File: src/rtl/immediate_load_sequencer.sv
// Immediate-load sequencer: decodes LDI/LDIS/LDIH, drives the constant unit,
// then writes the extended value to the register file under a grant timeout.
module immediate_load_sequencer #(
    parameter int GRANT_TIMEOUT = 8,
    parameter int COUNT_W       = 8
) (
    input  logic               clk,
    input  logic               reset,
    input  logic               InstrValid,
    output logic               InstrReady,
    input  logic [15:0]        Instr,
    output logic               CS,
    output logic [5:0]         ImmediateData,
    input  logic [7:0]         ExtIn,
    output logic               RegWrReq,
    input  logic               RegWrGnt,
    output logic [2:0]         RegWrAddr,
    output logic [7:0]         RegWrData,
    output logic               Busy,
    output logic               IllegalOp,
    output logic               WrTimeout,
    output logic [COUNT_W-1:0] LoadCount
);

    localparam int TW = (GRANT_TIMEOUT > 1) ? $clog2(GRANT_TIMEOUT) : 1;

    localparam logic [3:0] OP_LDI  = 4'h1;
    localparam logic [3:0] OP_LDIS = 4'h2;
    localparam logic [3:0] OP_LDIH = 4'h3;

    typedef enum logic [1:0] {S_IDLE, S_EXT, S_WB} state_t;

    state_t             state_q;
    logic [2:0]         rd_q;
    logic               pfx_vld_q;
    logic [1:0]         pfx_q;
    logic               lat_pfx_vld_q;
    logic [1:0]         lat_pfx_q;
    logic [TW-1:0]      tmo_q;
    logic               ready_q;
    logic               busy_q;
    logic               cs_q;
    logic [5:0]         immd_q;
    logic               req_q;
    logic [2:0]         addr_q;
    logic [7:0]         data_q;
    logic               illegal_q;
    logic               wrto_q;
    logic [COUNT_W-1:0] cnt_q;

    logic [3:0] opcode;
    logic       tmo_hit;
    logic       unused_bits;

    assign opcode      = Instr[15:12];
    assign unused_bits = ^Instr[8:6];
    assign tmo_hit     = (GRANT_TIMEOUT != 0) && (tmo_q == TW'(GRANT_TIMEOUT - 1));

    always_ff @(posedge clk) begin
        if (reset) begin
            state_q       <= S_IDLE;
            rd_q          <= '0;
            pfx_vld_q     <= 1'b0;
            pfx_q         <= '0;
            lat_pfx_vld_q <= 1'b0;
            lat_pfx_q     <= '0;
            tmo_q         <= '0;
            ready_q       <= 1'b1;
            busy_q        <= 1'b0;
            cs_q          <= 1'b0;
            immd_q        <= '0;
            req_q         <= 1'b0;
            addr_q        <= '0;
            data_q        <= '0;
            illegal_q     <= 1'b0;
            wrto_q        <= 1'b0;
            cnt_q         <= '0;
        end else begin
            illegal_q <= 1'b0;
            wrto_q    <= 1'b0;
            case (state_q)
                S_IDLE: begin
                    if (InstrValid) begin
                        if (opcode == OP_LDI || opcode == OP_LDIS) begin
                            rd_q          <= Instr[11:9];
                            lat_pfx_vld_q <= pfx_vld_q;
                            lat_pfx_q     <= pfx_q;
                            pfx_vld_q     <= 1'b0;
                            cs_q          <= (opcode == OP_LDIS);
                            immd_q        <= Instr[5:0];
                            ready_q       <= 1'b0;
                            busy_q        <= 1'b1;
                            state_q       <= S_EXT;
                        end else if (opcode == OP_LDIH) begin
                            pfx_q     <= Instr[1:0];
                            pfx_vld_q <= 1'b1;
                        end else begin
                            illegal_q <= 1'b1;
                            pfx_vld_q <= 1'b0;
                        end
                    end
                end
                S_EXT: begin
                    // The prefix supplies the top two bits and overrides the extension.
                    data_q  <= lat_pfx_vld_q ? {lat_pfx_q, ExtIn[5:0]} : ExtIn;
                    addr_q  <= rd_q;
                    req_q   <= 1'b1;
                    cs_q    <= 1'b0;
                    immd_q  <= '0;
                    tmo_q   <= '0;
                    state_q <= S_WB;
                end
                S_WB: begin
                    if (RegWrGnt || tmo_hit) begin
                        if (RegWrGnt) cnt_q  <= cnt_q + 1'b1;
                        else          wrto_q <= 1'b1;
                        req_q   <= 1'b0;
                        addr_q  <= '0;
                        data_q  <= '0;
                        ready_q <= 1'b1;
                        busy_q  <= 1'b0;
                        state_q <= S_IDLE;
                    end else begin
                        tmo_q <= tmo_q + 1'b1;
                    end
                end
                default: begin
                    ready_q <= 1'b1;
                    busy_q  <= 1'b0;
                    state_q <= S_IDLE;
                end
            endcase
        end
    end

    assign InstrReady    = ready_q;
    assign Busy          = busy_q;
    assign CS            = cs_q;
    assign ImmediateData = immd_q;
    assign RegWrReq      = req_q;
    assign RegWrAddr     = addr_q;
    assign RegWrData     = data_q;
    assign IllegalOp     = illegal_q;
    assign WrTimeout     = wrto_q;
    assign LoadCount     = cnt_q;

endmodule

File: config.mk
export PLATFORM = sky130hd
export DESIGN_NAME = immediate_load_sequencer
export DESIGN_NICKNAME = d
export VERILOG_FILES = /design/src/rtl/immediate_load_sequencer.sv
export SDC_FILE = /design/constraint.sdc
export NUM_CORES = 1
export LEC_CHECK = 0
export BUFFER_PORTS_ARGS = -buffer_cell sky130_fd_sc_hd__buf_2
export CAP_MARGIN = 20
export CELL_PAD_IN_SITES_DETAIL_PLACEMENT = 1
export CELL_PAD_IN_SITES_GLOBAL_PLACEMENT = 2
export CORE_MARGIN = 2
export CORE_UTILIZATION = 30
export DETAILED_ROUTE_END_ITERATION = 10
export GPL_ROUTABILITY_DRIVEN = 1
export PLACE_DENSITY = 0.87
export REMOVE_ABC_BUFFERS = 1
export SYNTH_ARGS = -nofsm -noshare
export SYNTH_HDL_FRONTEND = slang
export SYNTH_SLANG_ARGS = --single-unit
File: constraint.sdc
create_clock -name clk -period 2.2 [get_ports clk]
set_input_delay 0.33 -clock clk [delete_from_list [all_inputs] [get_ports clk]]
set_output_delay 0.33 -clock clk [all_outputs]
set_load 0.02 [all_outputs]
## Word level (Yosys, flattened, before mapping)

Index checks and enable logic that the tools add are counted.

- Add/sub/neg operators: 2
- Equality and inequality tests: 10
- Muxes and demuxes: 30
- Bitwise gates (word level): 6
- Reductions and logical operators: 16

Operators with widths:

| kind | number |
|---|---|
| $mux 8 | 2 |
| $pmux 8 s2 | 1 |
| $mux 1 | 12 |
| $mux 6 | 2 |
| $pmux 3 s2 | 2 |
| $pmux 6 s2 | 1 |
| $reduce_and 3->1 | 4 |
| $add 8x1->8 const B | 1 |
| $eq 4x2->1 const B | 2 |
| $ne 2x2->1 const B | 4 |
| $reduce_and 4->1 | 2 |
| $mux 2 | 3 |
| $mux 3 | 2 |
| $not 1->1 | 6 |
| $pmux 1 s3 | 2 |
| $pmux 2 s3 | 1 |
| $reduce_and 2->1 | 3 |
| $eq 4x1->1 const B | 1 |
| $pmux 1 s2 | 2 |
| $reduce_bool 2->1 | 2 |
| $reduce_or 4->1 | 1 |
| $add 3x1->3 const B | 1 |
| $eq 3x3->1 const B | 1 |
| $reduce_or 3->1 | 1 |
| 4 further kinds | 5 |

- Register bits after elaboration: 45
- Input bits: 28
- Output and inout port bits: 31

## Logic depth before layout (Yosys ltp)

- Depth in word-level cells: 5
- Gate-level depth with buffers: 6

## Worst setup path before layout

OpenSTA, ideal clock, no wires.

- Path kind: register to register
- From: register tmo_q[0]
- To: register state_q[1]
- Library setup time: 0.060 ns
- Arrival: 1.485 ns
- Required time: 2.140 ns
- Setup slack: 0.656 ns
- Cell stages (with the launch flop): 6
- Period minus slack after synthesis: 1.544 ns
- Path through: dfxtp_1 > ha_1 > ha_1 > or3b_2 > o21ai_0 > and2_1

- Word-level cells in the longest chain between the ends: 4

RTL lines:

| item | line | text |
|---|---|---|
| from (decl) | 39 | `logic [TW-1:0] tmo_q;` |
| from (signal assigned) | 124 | `tmo_q <= tmo_q + 1'b1;` |
| $eq 3x3->1 | 57 | `assign tmo_hit = (GRANT_TIMEOUT != 0) && (tmo_q == TW'(GRANT_TIMEOUT - 1));` |
| $logic_or 1x1->1 | 114 | `if (RegWrGnt \|\| tmo_hit) begin` |
| $ne 2x2->1 (no source line) | -- |  |
| $reduce_and 3->1 (no source line) | -- |  |
| to (signal assigned) | 61 | `state_q <= S_IDLE;` |
| to (signal assigned) | 111 | `state_q <= S_WB;` |
| to (signal assigned) | 122 | `state_q <= S_IDLE;` |
| to (decl) | 33 | `state_t state_q;` |

Every way passes these cells.
A chain may end at the register's enable or synchronous reset.

## Worst setup path after layout

Ends and elaborated chain as after synthesis.

==> results.json <==
{
  "worst-endpoint-required_ns": 2.44,
  "startpoint_type": "flip-flop",
  "grt-ovfl-total": 0,
  "gr-usage-all-layers": 0.145,
  "synth.distinct_cells": 47,
  "n_fill_cell": 831,
  "grt_setup_unrepaired": "no",
  "syn_area_per_cell_sq_um": 9.27,
  "fin_crit_sh": 0.783,
  "start_util": 0.311,
  "pre_cts_ws_ns": 0.494,
  "synthTopCellsByCount": "dfxtp_1 (45), a21oi_1 (29), nand2_1 (17), o21ai_0 (14), o211ai_1 (13)",
  "grt_pass1_vias": 1875,
  "synth_top_area_cell": "dfxtp_1",
  "yosys_warnings": 0,
  "multiInputGateArea_sq_mm": 0.00107,
  "setup_viol": 0,
  "power_density_mw_per_mm2": 596,
  "wl_per_cell_microns": 14.5,
  "p_leak_uw": 0.00106,
  "peakVddDrop_mv": 0.214,
  "max_cap_violations": 0,
  "synth_top_area_frac": 0.425,
  "crit_path_end_kind": "flip-flop",
  "area_growth_pct": 21.7,
  "worst_ep_arrival_time_ns": 1.96,
  "status": "complete, no violations",
  "path_clk_slew_ns": 0.09,
  "grt_max_degree": 17,
  "cts_setup_buffers": 0,
  "grt_first_pass_wirelength_microns": 9040,
  "globalplace.congestion": 0.748,
  "h-tree-depth": 2,
  "cts_tree": "built",
  "antenna_found_initial": 0,
  "synthTopCellsByArea": "dfxtp_1 (42%), a21oi_1 (6.8%), o211ai_1 (4.6%), o21ai_0 (3.3%), nand2_1 (3.0%)",
  "rows": 30,
  "cp_slowest_cell": "or3b_2",
  "finalHoldViolations": 0,
  "die_y_microns": 88.1,
  "ant_nets": 0,
  "viasPerCell": 5.03,
  "antenna_cells": 0,
  "cts_buffer_depth": 2,
  "finalPower_uw": 1540,
  "dp_hpwl_microns": 4000,
  "worst_pin_slew_ns": 0.527,
  "synthArstFlopShare": 0,
  "nets": 314,
  "cp_top_family": "simple AND/OR/NAND/NOR gates",
  "fmax_mhz": 581,
  "netlist_area_sq_mm": 0.00212,
  "critical_path.max_fanout": 8,
  "drt_wl_total_microns": 5520,
  "cts_made_buffers": 5,
  "design.core.area_sq_mm": 0.00683,
  "worstPathCellList": "ha_1 > ha_1 > or3b_2 > o21ai_0 > and2_1",
  "synth.most_common_cell": "dfxtp_1",
  "synth_ff_type": "dfxtp_1",
  "cts_repair_resize_count": 0,
  "fin_tns_setup_ns": 0,
  "synth_edf_count": 0,
  "port-buffer-count": 55,
  "regArea_sq_um": 901,
  "crit_buf_inv": 0,
  "drive_above_1_share": 0.324,
  "drc": 0,
  "ios": 59,
  "cts_hold_buf": 0,
  "worstSetupPathType": "reg -> reg",
  "max_slew_margin": 0.648,
  "fin_ws_ns": 0.478,
  "skew_ns": 0.0103,
  "instances_no_fill": 380,
  "synthCells": 229,
  "dr.pass1.iters": 4,
  "yosys_register_bits": 45,
  "seq_area_frac_synth": 0.425,
  "post-place-cells": 372,
  "die_x_microns": 88.1,
  "crit_top_cell": "ha_1",
  "cts-root-buf": "clkbuf_8",
  "cts.sinks": 45,
  "maxSlewViolCount": 0,
  "crit_path_max_incr_delay_ns": 0.54,
  "hp-class": "in -> reg",
  "min_period_ns": 1.72,
  "dr.first_iter.drc_count": 100,
  "die_area_sq_mm": 0.00776,
  "clk_latency_ns": 0.29,
  "vias": 1911
}
worst paths after layout:
path	startpoint	end	slack, ns	cells past startpoint
min reg2reg	rd_q[1]	RegWrAddr[1]	0.46	2
max	tmo_q[0]	state_q[1]	0.48	5
min	Instr[10]	rd_q[1]	0.27	2
max reg2reg	tmo_q[0]	state_q[1]	0.48	5
registers in the layout, indices dropped and copies added (netlist names), 3 cells and up:
| signal | cells |
|---|---|
| RegWrAddr | 3 |
| RegWrData | 8 |
| LoadCount | 8 |
| rd_q | 3 |
| ImmediateData | 6 |
| tmo_q | 3 |
metal layers:
metal | up-vias | global-route usage | part of all wire
li1 | 950 | - | -
met1 | 928 | 0.203 | 0.49
met2 | 31 | 0.238 | 0.47
met3 | 2 | 0.0264 | 0.031
met4 | 0 | 0.0289 | 0.0058
met5 | - | 0 | 0
area by class of cell:
cell class	instances	share of cell area
multi-input cells	156	0.414
flip-flops and latches	45	0.349
repair buffers	66	0.139
well taps	96	0.0465
clock buffers	7	0.0373
inverters	9	0.0131
clock inverters	1	0.00194
through the flow:
stage | util | hold slack [ns] | area [sq um]
floorplan | - | 0.399 | 2000
global placement | 0.363 | 0.444 | 2480
detailed placement | 0.363 | 0.453 | 2480
CTS | 0.378 | 0.264 | 2580
global route | 0.378 | 0.258 | 2580
finish | 0.378 | 0.267 | 2580
kinds of logic after synthesis:
| kind of cell | after synthesis | share of synthesized area |
|---|---|---|
| fa+ha+maj | 3 | 0.0177 |
| xor+xnor | 4 | 0.0201 |
| mux | 4 | 0.0206 |
| flops | 45 | 0.425 |
| simple gates | 71 | 0.222 |
| compound gates | 74 | 0.223 |
| buf+inv | 28 | 0.0719 |
cell usage in the layout (no fill, tap or decap), types with 2 or more instances in the layout:
cell / instances
nand4_1: 3
and3_1: 3
ha_1: 3
buf_2: 55
nand2_1: 17
nor2_1: 6
or3_1: 3
inv_1: 9
dfxtp_1: 45
nand4b_1: 2
nand3_1: 6
o211ai_1: 13
and2_1: 4
a31o_2: 5
xnor2_1: 2
o21ai_0: 14
nor4_1: 2
nor3_1: 2
buf_4: 11
clkbuf_8: 7
a21oi_1: 29
mux2_2: 3
or4_1: 2
nor2b_1: 3
nand3b_1: 3
o31ai_1: 2
nor4b_1: 4
nand2b_1: 2
a311oi_1: 6
report_power, final:
part           leakage (uW)  switching, uW  internal, uW
clock network     0.0000542            272           284
registers          0.000363           7.83           825
logic              0.000640           94.1          56.3
Note: power is estimated with default switching activity, not from simulation.
